$ cat config.mk
export PLATFORM = sky130hd
export DESIGN_NAME = axis_pkt_rx
export DESIGN_NICKNAME = d
export VERILOG_FILES = /design/src/rtl/axis_pkt_rx.sv
export SDC_FILE = /design/constraint.sdc
export NUM_CORES = 1
export LEC_CHECK = 0
export ABC_AREA = 1
export BUFFER_PORTS_ARGS = -buffer_cell sky130_fd_sc_hd__buf_2
export CORE_UTILIZATION = 40
export DETAILED_ROUTE_END_ITERATION = 7
export PLACE_DENSITY = 0.63
export SLEW_MARGIN = 20
export SYNTH_ARGS = -nofsm -noshare
export SYNTH_HDL_FRONTEND = slang
export SYNTH_SLANG_ARGS = --single-unit
$ cat constraint.sdc
create_clock -name aclk -period 5.26 [get_ports aclk]
set_clock_uncertainty 0.2 [all_clocks]
set_input_delay 0 -clock aclk [delete_from_list [all_inputs] [get_ports aclk]]
set_output_delay 0 -clock aclk [all_outputs]
set_load 0.005 [all_outputs]
$ cat src/rtl/axis_pkt_rx.sv
// axis_pkt_rx: AXI-Stream packet receiver. Once armed it captures one packet
// (through tlast) into a DEPTH-word buffer, then reports length/overflow and
// serves the stored words through a registered random-access read port.
module axis_pkt_rx #(
    parameter int unsigned DATA_W = 32,
    parameter int unsigned DEPTH  = 16
) (
    input  logic                      aclk,
    input  logic                      areset_n,
    input  logic                      ready,
    output logic                      tready,
    input  logic                      tvalid,
    input  logic                      tlast,
    input  logic [DATA_W-1:0]         tdata,
    input  logic [$clog2(DEPTH)-1:0]  rd_addr,
    output logic [DATA_W-1:0]         rd_data,
    output logic [$clog2(DEPTH):0]    pkt_len,
    output logic                      overflow,
    output logic                      finish
);

    localparam int unsigned AW = $clog2(DEPTH);
    localparam int unsigned LW = $clog2(DEPTH) + 1;

    typedef enum logic [1:0] {
        IDLE = 2'd0,
        RECV = 2'd1,
        DONE = 2'd2
    } state_t;

    state_t          state_q, state_d;
    logic            tready_q, tready_d;
    logic            finish_q, finish_d;
    logic            overflow_q, overflow_d;
    logic [LW-1:0]   count_q, count_d;
    logic [LW-1:0]   pkt_len_q, pkt_len_d;
    logic [DATA_W-1:0] rd_data_q;
    logic            hs_c;
    logic            buf_full_c;
    logic            wr_en_c;

    logic [DATA_W-1:0] mem [DEPTH];

    assign hs_c       = tvalid & tready_q;
    assign buf_full_c = (count_q == LW'(DEPTH));
    assign wr_en_c    = (state_q == RECV) & hs_c & ~buf_full_c;

    // Control state and status registers; synchronous active-low reset.
    always_ff @(posedge aclk) begin
        if (!areset_n) begin
            state_q    <= IDLE;
            tready_q   <= 1'b0;
            finish_q   <= 1'b0;
            overflow_q <= 1'b0;
            count_q    <= '0;
            pkt_len_q  <= '0;
        end else begin
            state_q    <= state_d;
            tready_q   <= tready_d;
            finish_q   <= finish_d;
            overflow_q <= overflow_d;
            count_q    <= count_d;
            pkt_len_q  <= pkt_len_d;
        end
    end

    // Next-state and next-output logic; every register holds by default.
    always_comb begin
        state_d    = state_q;
        tready_d   = tready_q;
        finish_d   = finish_q;
        overflow_d = overflow_q;
        count_d    = count_q;
        pkt_len_d  = pkt_len_q;

        case (state_q)
            IDLE: begin
                tready_d = 1'b0;
                if (ready) begin
                    state_d    = RECV;
                    tready_d   = 1'b1;
                    count_d    = '0;
                    overflow_d = 1'b0;
                    finish_d   = 1'b0;
                end
            end
            RECV: begin
                if (hs_c) begin
                    // Beats beyond DEPTH are dropped but still handshaken.
                    if (buf_full_c) begin
                        overflow_d = 1'b1;
                    end else begin
                        count_d = count_q + LW'(1);
                    end
                    if (tlast) begin
                        state_d   = DONE;
                        tready_d  = 1'b0;
                        finish_d  = 1'b1;
                        pkt_len_d = buf_full_c ? LW'(DEPTH) : (count_q + LW'(1));
                    end
                end
            end
            DONE: begin
                tready_d = 1'b0;
                if (ready) begin
                    state_d    = RECV;
                    tready_d   = 1'b1;
                    finish_d   = 1'b0;
                    overflow_d = 1'b0;
                    count_d    = '0;
                end
            end
            default: begin
                state_d  = IDLE;
                tready_d = 1'b0;
            end
        endcase
    end

    // Packet buffer write; storage is intentionally not reset.
    always_ff @(posedge aclk) begin
        if (wr_en_c) begin
            mem[count_q[AW-1:0]] <= tdata;
        end
    end

    // Registered read port; a same-edge write to rd_addr returns the old word.
    always_ff @(posedge aclk) begin
        if (!areset_n) begin
            rd_data_q <= '0;
        end else begin
            rd_data_q <= mem[rd_addr];
        end
    end

    assign tready   = tready_q;
    assign finish   = finish_q;
    assign overflow = overflow_q;
    assign pkt_len  = pkt_len_q;
    assign rd_data  = rd_data_q;

endmodule

# Yosys cells after proc, flatten, opt, wreduce, memory -nomap -nowiden
# Memories as Yosys holds them, arrays and structs flattened. A register that Yosys moved wholly into a read port is not among the register bits.
# Index checks and enable logic that the tools add are counted.
# Widths: inputs -> output; s select.
[word_totals]
mem_bits_rw = 512
reg_bits = 15
inputBits = 41
word_cells = 52
n_memories = 1
output_inout_bits = 40
[mem_list]
columns = ["name", "depth", "width", "read_ports", "rd_ports_with_merged_regs", "write_ports", "line_no", "rtl"]
rows = [
  ["mem", 16, 32, 1, 1, 1, "42", "logic [DATA_W-1:0] mem [DEPTH];"],
]
[classes]
reduce_logical = 10
n_bitwise = 4
add_sub_neg = 1
muxes = 22
n_eq_ne = 8
[ops]
columns = ["op", "n"]
rows = [
  ["$mux 5", 4],
  ["$reduce_and 4->1", 3],
  ["$mux 1", 10],
  ["$pmux 5 s2", 1],
  ["$ne 2x2->1 const B", 4],
  ["$mux 2", 3],
  ["$pmux 1 s2", 3],
  ["$reduce_and 3->1", 2],
  ["$add 5x1->5 const B", 1],
  ["$eq 5x5->1 const B", 1],
  ["$pmux 2 s2", 1],
  ["$and 1x1->1", 3],
  ["$eq 2x1->1 const B", 1],
  ["$eq 2x2->1 const B", 1],
  ["$logic_not 2->1", 1],
  ["$ne 2x1->1 const B", 1],
  ["$reduce_and 2->1", 1],
  ["$reduce_bool 2->1", 1],
  ["$reduce_or 2->1", 1],
  ["$logic_not 1->1", 1],
  ["$not 1->1", 1],
]

# Depth between registers and ports, before layout
# Gate-level depths: netlist of the first run.
[logic_depth]
ltp_word = 5
depth_mapped = 10
depth_no_buf = 9

# Least setup slack after synthesis of the first run
# No wires, ideal clock.
[synth_timing]
path_kind = "register to register"
startpoint = "reg count_q[0]"
endpoint = "mem mem[3][0], enable pin"
slack_ns = 1.225
path_buffers = 0
arrival_ns = 3.374
path_stages_with_launch = 8
period_less_slack_ns = 4.035
t_required_ns = 4.599
setup_time_ns = 0.461
path_cell_list = "dfxtp_1 inv_1 ha_1 nand3_1 inv_1 nor2_2 inv_1 nor3_1"
[synth_via]
elab_chain_cells = 5
[synth_rtl]
columns = ["item", "line_no", "rtl"]
rows = [
  ["from (decl)", "35", "logic [LW-1:0] count_q, count_d;"],
  ["from (signal assigned)", "62", "count_q <= count_d;"],
  ["$eq 5x5->1", "45", "assign buf_full_c = (count_q == LW'(DEPTH));"],
  ["$not 1->1", "46", "assign wr_en_c = (state_q == RECV) & hs_c & ~buf_full_c;"],
  ["$and 1x1->1", "46", ""],
  ["$mux 1", "122", "if (wr_en_c) begin"],
  ["$mux 1 (not written as such)", "123", "mem[count_q[AW-1:0]] <= tdata;"],
  ["to (decl)", "42", ""],
]
# Several ways; a longest one is shown, not always the timed one.

# Final worst setup path of the first run
[layout_timing]
startpoint = "reg count_q[0]"
endpoint = "mem mem[10][25], enable pin"
# The elaborated chain is that of the path after synthesis.

==> results of run 1 <==
per-layer routing:
layer / wire length, µm / vias to the layer above / global-route usage [%] / part of all wire (%)
met5: 0 / - / 0 / 0
met4: 1369 / 0 / 5.901 / 2.5
met3: 2852 / 99 / 2.543 / 5.3
met2: 26110 / 420 / 31.48 / 48
met1: 23570 / 7215 / 24.27 / 44
li1: - / 7228 / - / -
power groups by stage:
stage / clock (W) / sequential [W] / combinational, W
after detailed placement: 0 / 0.00498 / 0.000481
final: 0.00416 / 0.00488 / 0.000504
after global placement: 0 / 0.00498 / 0.000473
after CTS: 0.00422 / 0.00488 / 0.000509
after global routing: 0.00438 / 0.00488 / 0.000561
after floorplan: 0 / 0.00498 / 0.000297
kinds of logic after synthesis:
kind of cell               Yosys count  synth area share [%]
AOI/OAI and AO/OA                   45                0.9887
xor gates and xnor gates             3                0.1135
adders and majority gates            4                0.2161
buffers and inverters              382                 7.461
DFF                                559                 70.45
and+or+nand+nor                   1157                 20.77
worst max-delay path, stage by stage, from the launching register on:
cell and delay [ps]:
dfxtp_1 420, inv_1 110, ha_1 220, nand3_1 140, inv_1 110, nor2_2 210
nand2_1 290, nor2_4 760, buf_4 350
flip-flops by register name (all words and copies together), names as in the netlist:
signal / cells
state_q: 2
tready: 1
overflow: 1
pkt_len: 5
rd_data: 32
finish: 1
count_q: 5
mem: 512
area by class of cell:
| class | count | area (µm²) | area share (%) |
|---|---|---|---|
| clock buffer | 85 | 1652 | 6.169 |
| sequential | 559 | 16320 | 60.94 |
| inverter | 272 | 1028 | 3.842 |
| tap | 756 | 945.9 | 3.533 |
| timing repair buffer | 152 | 1303 | 4.865 |
| multi-input combinational | 1209 | 5240 | 19.57 |
| clock inverter | 20 | 287.8 | 1.075 |
stage by stage:
step	hold WS, ps	instances	utilization (%)	instance area [µm²]
floorplan	-101.1	2150	-	23160
global placement	89.34	2893	42.43	24110
finish	43.30	3053	47.12	26770
global route	48.70	3053	47.12	26770
CTS	11.09	3052	47.06	26740
detailed placement	96.21	2903	42.87	24360
final timing paths:
kind	startpoint	to	depth (start not counted)
max	count_q[0]	mem[10][25]	8
min	areset_n	count_q[1]	4
max reg2reg	count_q[0]	mem[10][25]	8
min reg2reg	pkt_len[1]	pkt_len[1]	2
layout by cell type, fill, tap and decap left out, types with 7 or more instances in the layout:
master,instances
buf_12,8
nand2_2,10
nor2_1,14
clkbuf_16,57
clkbuf_8,13
dlygate4sd3_1,44
buf_16,7
nand3_1,326
inv_1,266
clkbuf_1,16
edfxtp_1,512
nand2_1,785
buf_2,78
dfxtp_1,47
bufinv_16,7
nor2_4,16
buf_4,14
a21oi_1,42
==> reports/metrics.cfg, run 1 <==
[placement]
dp_slack_ps=2056
place_congestion=0.7882
io_buffers=80
dp_hpwl_um=29730

[sta]
maxSlewViolCount=0
max_freq_mhz=318.4
setup_viol=0
grt_setup_unrepaired=false
fin_ws_ps=2120
slew_headroom_pct=22.44
hold_viol_final=0
tightest_slew_ps=1163
setup_tns_ps=0
min_period_ps=3140
fin_crit_sh_pct=59.70

[finish]
drive_gt1_share_pct=10.10
fin_nets=2295
diodes=0
synthToLayoutAreaGrowth_pct=15.60
fillers=5079

[cts]
root_buffer=clkbuf_16
cts.sinks=559
cts_tree=done
cts.reportedPaths.clkPinSlew_ps=60
clk_path_buf_depth=3
ctsHoldBuffers=44
clock_latency_ps=610
post_cts_resized=0
cts_setup_buffers=0
numCtsBuffers=56
cts_max_level=2

[power]
p_switching_w=0.002018
seqPwrFrac_pct=51.2
p_total_w=0.009545
switching_share_pct=21.15
ir_drop_mv=0.2448
power_frac_comb_pct=5.3
power_density_mw_per_mm2=356.5
clkPwrFrac_pct=43.5
p_int_w=0.007526
leakagePower_nw=10.94

[route]
first_pass_iters=5
drt_wl_total_um=53900
vias_per_cell=4.901
first_iter_violations=1082
wire_per_inst_um=17.66
drc=0
vias=14960
final_antenna_net_count=0

[setup_path]
worstPathArrival_ps=3240
critPathKind=register to register
start_kind=register
required_ps=5360
critPathMaxFanout=23
r2r_slack_ps=2120
endpoint_kind=register

[floorplan]
rows=87
core_area_mm2=0.05682
start_util_pct=40.76
die_w_um=242.6
die_h_um=242.6
io_pins=81
dieArea_mm2=0.05886

[synthesis]
synth.top_cell.area_share_pct=66.39
synth_cell_type_count=25
async_flop_share_pct=0
yosys.area.top_type=edfxtp_1
synth_common_cells=785 x nand2_1, 512 x edfxtp_1, 326 x nand3_1
yosys_warnings=0
syn_inst=2150
synth-seq-cells=559
ys.flop_type=edfxtp_1
syn_nets=2195
avgSynthCellArea_um2=10.77
synth_area_leaders=edfxtp_1 66%, nand2_1 13%, nand3_1 7.0%
synth_most_common_cell=nand2_1
seq_area_frac_synth_pct=70.45
synthesis.area_mm2=0.02316
synth-edff-count=512

[global_routing]
antenna_found_initial=0
grt_pass1_vias=14880
grt_usage_pct=18.44
gr-total-overflow=0
grt_pass1_wl_um=84460
grt_max_degree=183

[outcome]
status=finished clean

[worst_hold_path]
hp-class=input port to register

[flow_run]
drv_cap=0

(Power assumes the default switching activity.)
==> inputs of run 2 (changes only) <==
- ABC_AREA: 1 -> 0
- PLACE_DENSITY: 0.63 -> 0.64
- clock period: 5.26 -> 3.22 ns (I/O delays scaled with it)
==> run 2 against run 1 <==
Utilization grew 0.24 points; largest power group unchanged; sequential power grew 63%; final area shrank 7.1%; synthesized area shrank 8.2%; synthesized cell count shrank 46%; global-route usage shrank 1.0 points; final cell count shrank 33%; count of clock-buffer cells in the layout shrank 11.
==> reports/metrics.cfg, run 2 <==
[setup_path]
critPathKind=input port to register
crit_family=buffers and inverters
critPathBufInv=5  ; +2
cpMostUsedCell=dlygate4sd3_1
crit_chain=dlygate4sd3_1 > buf_8 > buf_12 > mux2i_1 > a22oi_1 > dlygate4sd3_1 > nand2_1 > o21ai_1 > dlygate4sd3_1
critPathSlowestCell=dlygate4sd3_1
start_kind=input port
slowest_delay_ps=590  ; -170 ps
critPathMaxFanout=43  ; +87%
endpoint_kind=register
worstPathArrival_ps=2900  ; -340 ps
required_ps=3490  ; -1870 ps

[power]
clkPwrFrac_pct=42.8  ; -0.7 points
ir_drop_mv=0.3471  ; +42%
seqPwrFrac_pct=52.6  ; +1.4 points
power_frac_comb_pct=4.6  ; -0.7 points
p_int_w=0.01208  ; +61%
switching_share_pct=20.34  ; -0.81 points
leakagePower_nw=8.805  ; -20%
p_switching_w=0.003085  ; +53%
power_density_mw_per_mm2=609.5  ; +71%

[route]
first_pass_iters=5  ; unchanged
vias=10860  ; -27%
final_antenna_net_count=0  ; unchanged
vias_per_cell=5.312  ; +8.4%
first_iter_violations=918  ; -15%
drt_wl_total_um=46490  ; -14%
drc=0  ; unchanged
wire_per_inst_um=22.75  ; +29%

[sta]
min_period_ps=2629
setup_tns_ps=0  ; unchanged
grt_setup_unrepaired=false
tightest_slew_ps=1026  ; -137.5 ps
hold_viol_final=0  ; unchanged
slew_headroom_pct=31.61  ; +9.2 points
setup_viol=0  ; unchanged
maxSlewViolCount=0  ; unchanged
max_freq_mhz=380.4
fin_hold_ws_ps=14.67  ; -28.63 ps
fin_crit_sh_pct=81.64

[synthesis]
syn_nets=1204  ; -45%
synth_most_common_cell=edfxtp_1
synth-seq-cells=559  ; unchanged
yosys.area.top_type=edfxtp_1
synth_cell_type_count=46  ; +84%
ys.flop_type=edfxtp_1
async_flop_share_pct=0  ; unchanged
synth_area_leaders=edfxtp_1 72%, mux2i_1 10%, dfxtp_1 4.4%
synth_common_cells=512 x edfxtp_1, 220 x mux2i_1, 92 x a22oi_1
yosys_warnings=0  ; unchanged
synthesis.area_mm2=0.02126  ; -8.2%
syn_inst=1159  ; -46%
seq_area_frac_synth_pct=76.73  ; +6.3 points
synth.top_cell.area_share_pct=72.30  ; +5.9 points
avgSynthCellArea_um2=18.35  ; +70%
synth-edff-count=512  ; unchanged

[floorplan]
io_pins=81  ; unchanged
core_area_mm2=0.05255  ; -7.5%
die_h_um=232.6  ; -4.1%
start_util_pct=40.46  ; -0.29 points
die_w_um=232.6  ; -4.1%
rows=84  ; -3.4%
dieArea_mm2=0.05409  ; -8.1%

[cts]
root_buffer=clkbuf_16
clk_path_buf_depth=3  ; unchanged
cts_max_level=2  ; unchanged
numCtsBuffers=56  ; unchanged
clock_latency_ps=600  ; about the same
post_cts_resized=0  ; unchanged
cts.sinks=559  ; unchanged
cts_tree=done
cts.reportedPaths.clkPinSlew_ps=60  ; about the same

[finish]
synthToLayoutAreaGrowth_pct=17.02
final_common_cell=edfxtp_1
fillers=4419  ; -13%
largest_reg_flops=512  ; unchanged
drive_gt1_share_pct=17.26  ; +7.2 points
fin_nets=1356  ; -41%
diodes=0  ; unchanged
final_cell_mix=512 x edfxtp_1, 220 x mux2i_1, 92 x a22oi_1, 79 x buf_2, 59 x nand2_1

[worst_hold_path]
hp-class=input port to register

[outcome]
status=finished clean

[global_routing]
grt_usage_pct=17.42  ; -1.0 points
gr-total-overflow=0  ; unchanged
grt_pass1_wl_um=69500  ; -18%
grt_max_degree=46  ; -75%
antenna_found_initial=0  ; unchanged
grt_pass1_vias=10980  ; -26%

[flow_run]
drv_cap=0  ; unchanged

[placement]
io_buffers=80  ; unchanged
dp_hpwl_um=27140  ; -8.7%
place_congestion=0.7713  ; -2.1%

[run 2: cell count changes after synthesis, moves of 18 or more]
cell,before,now
buf_2,53,13
nand3_1,326,6
mux2i_1,0,220
a22oi_1,0,92
nor2_1,27,6
inv_1,269,6
a21oi_1,42,4
nand2_1,785,60
mux4_2,0,18
o21ai_1,0,36
[run 2: layout make-up]
class	count	area [µm²]	share of cell area, %
clock buffers	74	1520	6.109
inverters	6	22.52	0.09051
well taps	688	860.8	3.459
clock inverters	29	310.3	1.247
multi-input cells	529	4516	18.15
repair buffers	159	1339	5.380
flip-flops and latches	559	16320	65.57
[run 2: what timing repair did]
action                    in CTS  in global routing
hold buffers                  44                  0
buffers inserted               0                  0
hold endpoints to repair     542                  0
[run 2: worst paths after layout]
check | start | endpoint | slack (ps) | cells after the start
min reg2reg | pkt_len[0] | pkt_len[0] | 260 | 2
min | rd_addr[2] | rd_data[4] | 10 | 4
max | rd_addr[0] | rd_data[24] | 590 | 9
max reg2reg | count_q[0] | mem[2][23] | 700 | 6
[run 2: layer usage]
layer  wire length (µm)  vias up  part of all wire [%]  track usage (%)
met3               2442       68                   5.3            3.235
met1              20850     5563                    45            24.28
met2              22250      283                    48            27.89
met5                  0        -                     0                0
li1                   -     4944                     -                -
met4                952        0                   2.0            4.882
[run 2: stage by stage]
step	std cells	worst slack [ps]	util [%]	power, W	instance area [µm²]
final	2044	591.1	47.35	0.01517	24880
after global routing	2044	464.3	47.35	0.01560	24880
after CTS	2044	572.8	47.35	0.01529	24880
after detailed placement	1897	709.0	43.03	0.008798	22610
after global placement	1897	781.2	43.03	0.008787	22610
after floorplan	1159	155.5	-	0.008505	21270
[run 2: cells by family after synthesis]
kind of cell,count (synthesis),share of synthesized area (%)
AND/OR/NAND/NOR,106,2.418
buffers and inverters,71,2.330
XOR/XNOR,3,0.1236
adder cells (fa/ha/maj),4,0.2354
multiplexers,238,12.26
flip-flops,559,76.73
AO/OA/AOI/OAI,178,5.902
[run 2: power by group through the flow]
stage | clock, W | combinational, W | sequential (W)
2_1_floorplan | 0 | 0.000373 | 0.00813
3_3_place_gp | 0 | 0.000657 | 0.00813
3_5_place_dp | 0 | 0.000668 | 0.00813
4_1_cts | 0.00660 | 0.000712 | 0.00798
5_1_grt | 0.00687 | 0.000758 | 0.00798
6_report | 0.00649 | 0.000704 | 0.00797
[run 2: worst min-delay path: stages]
cell     delay [ps]
buf_2           330
mux4_2          310
o21ai_1          50
o21ai_1          70
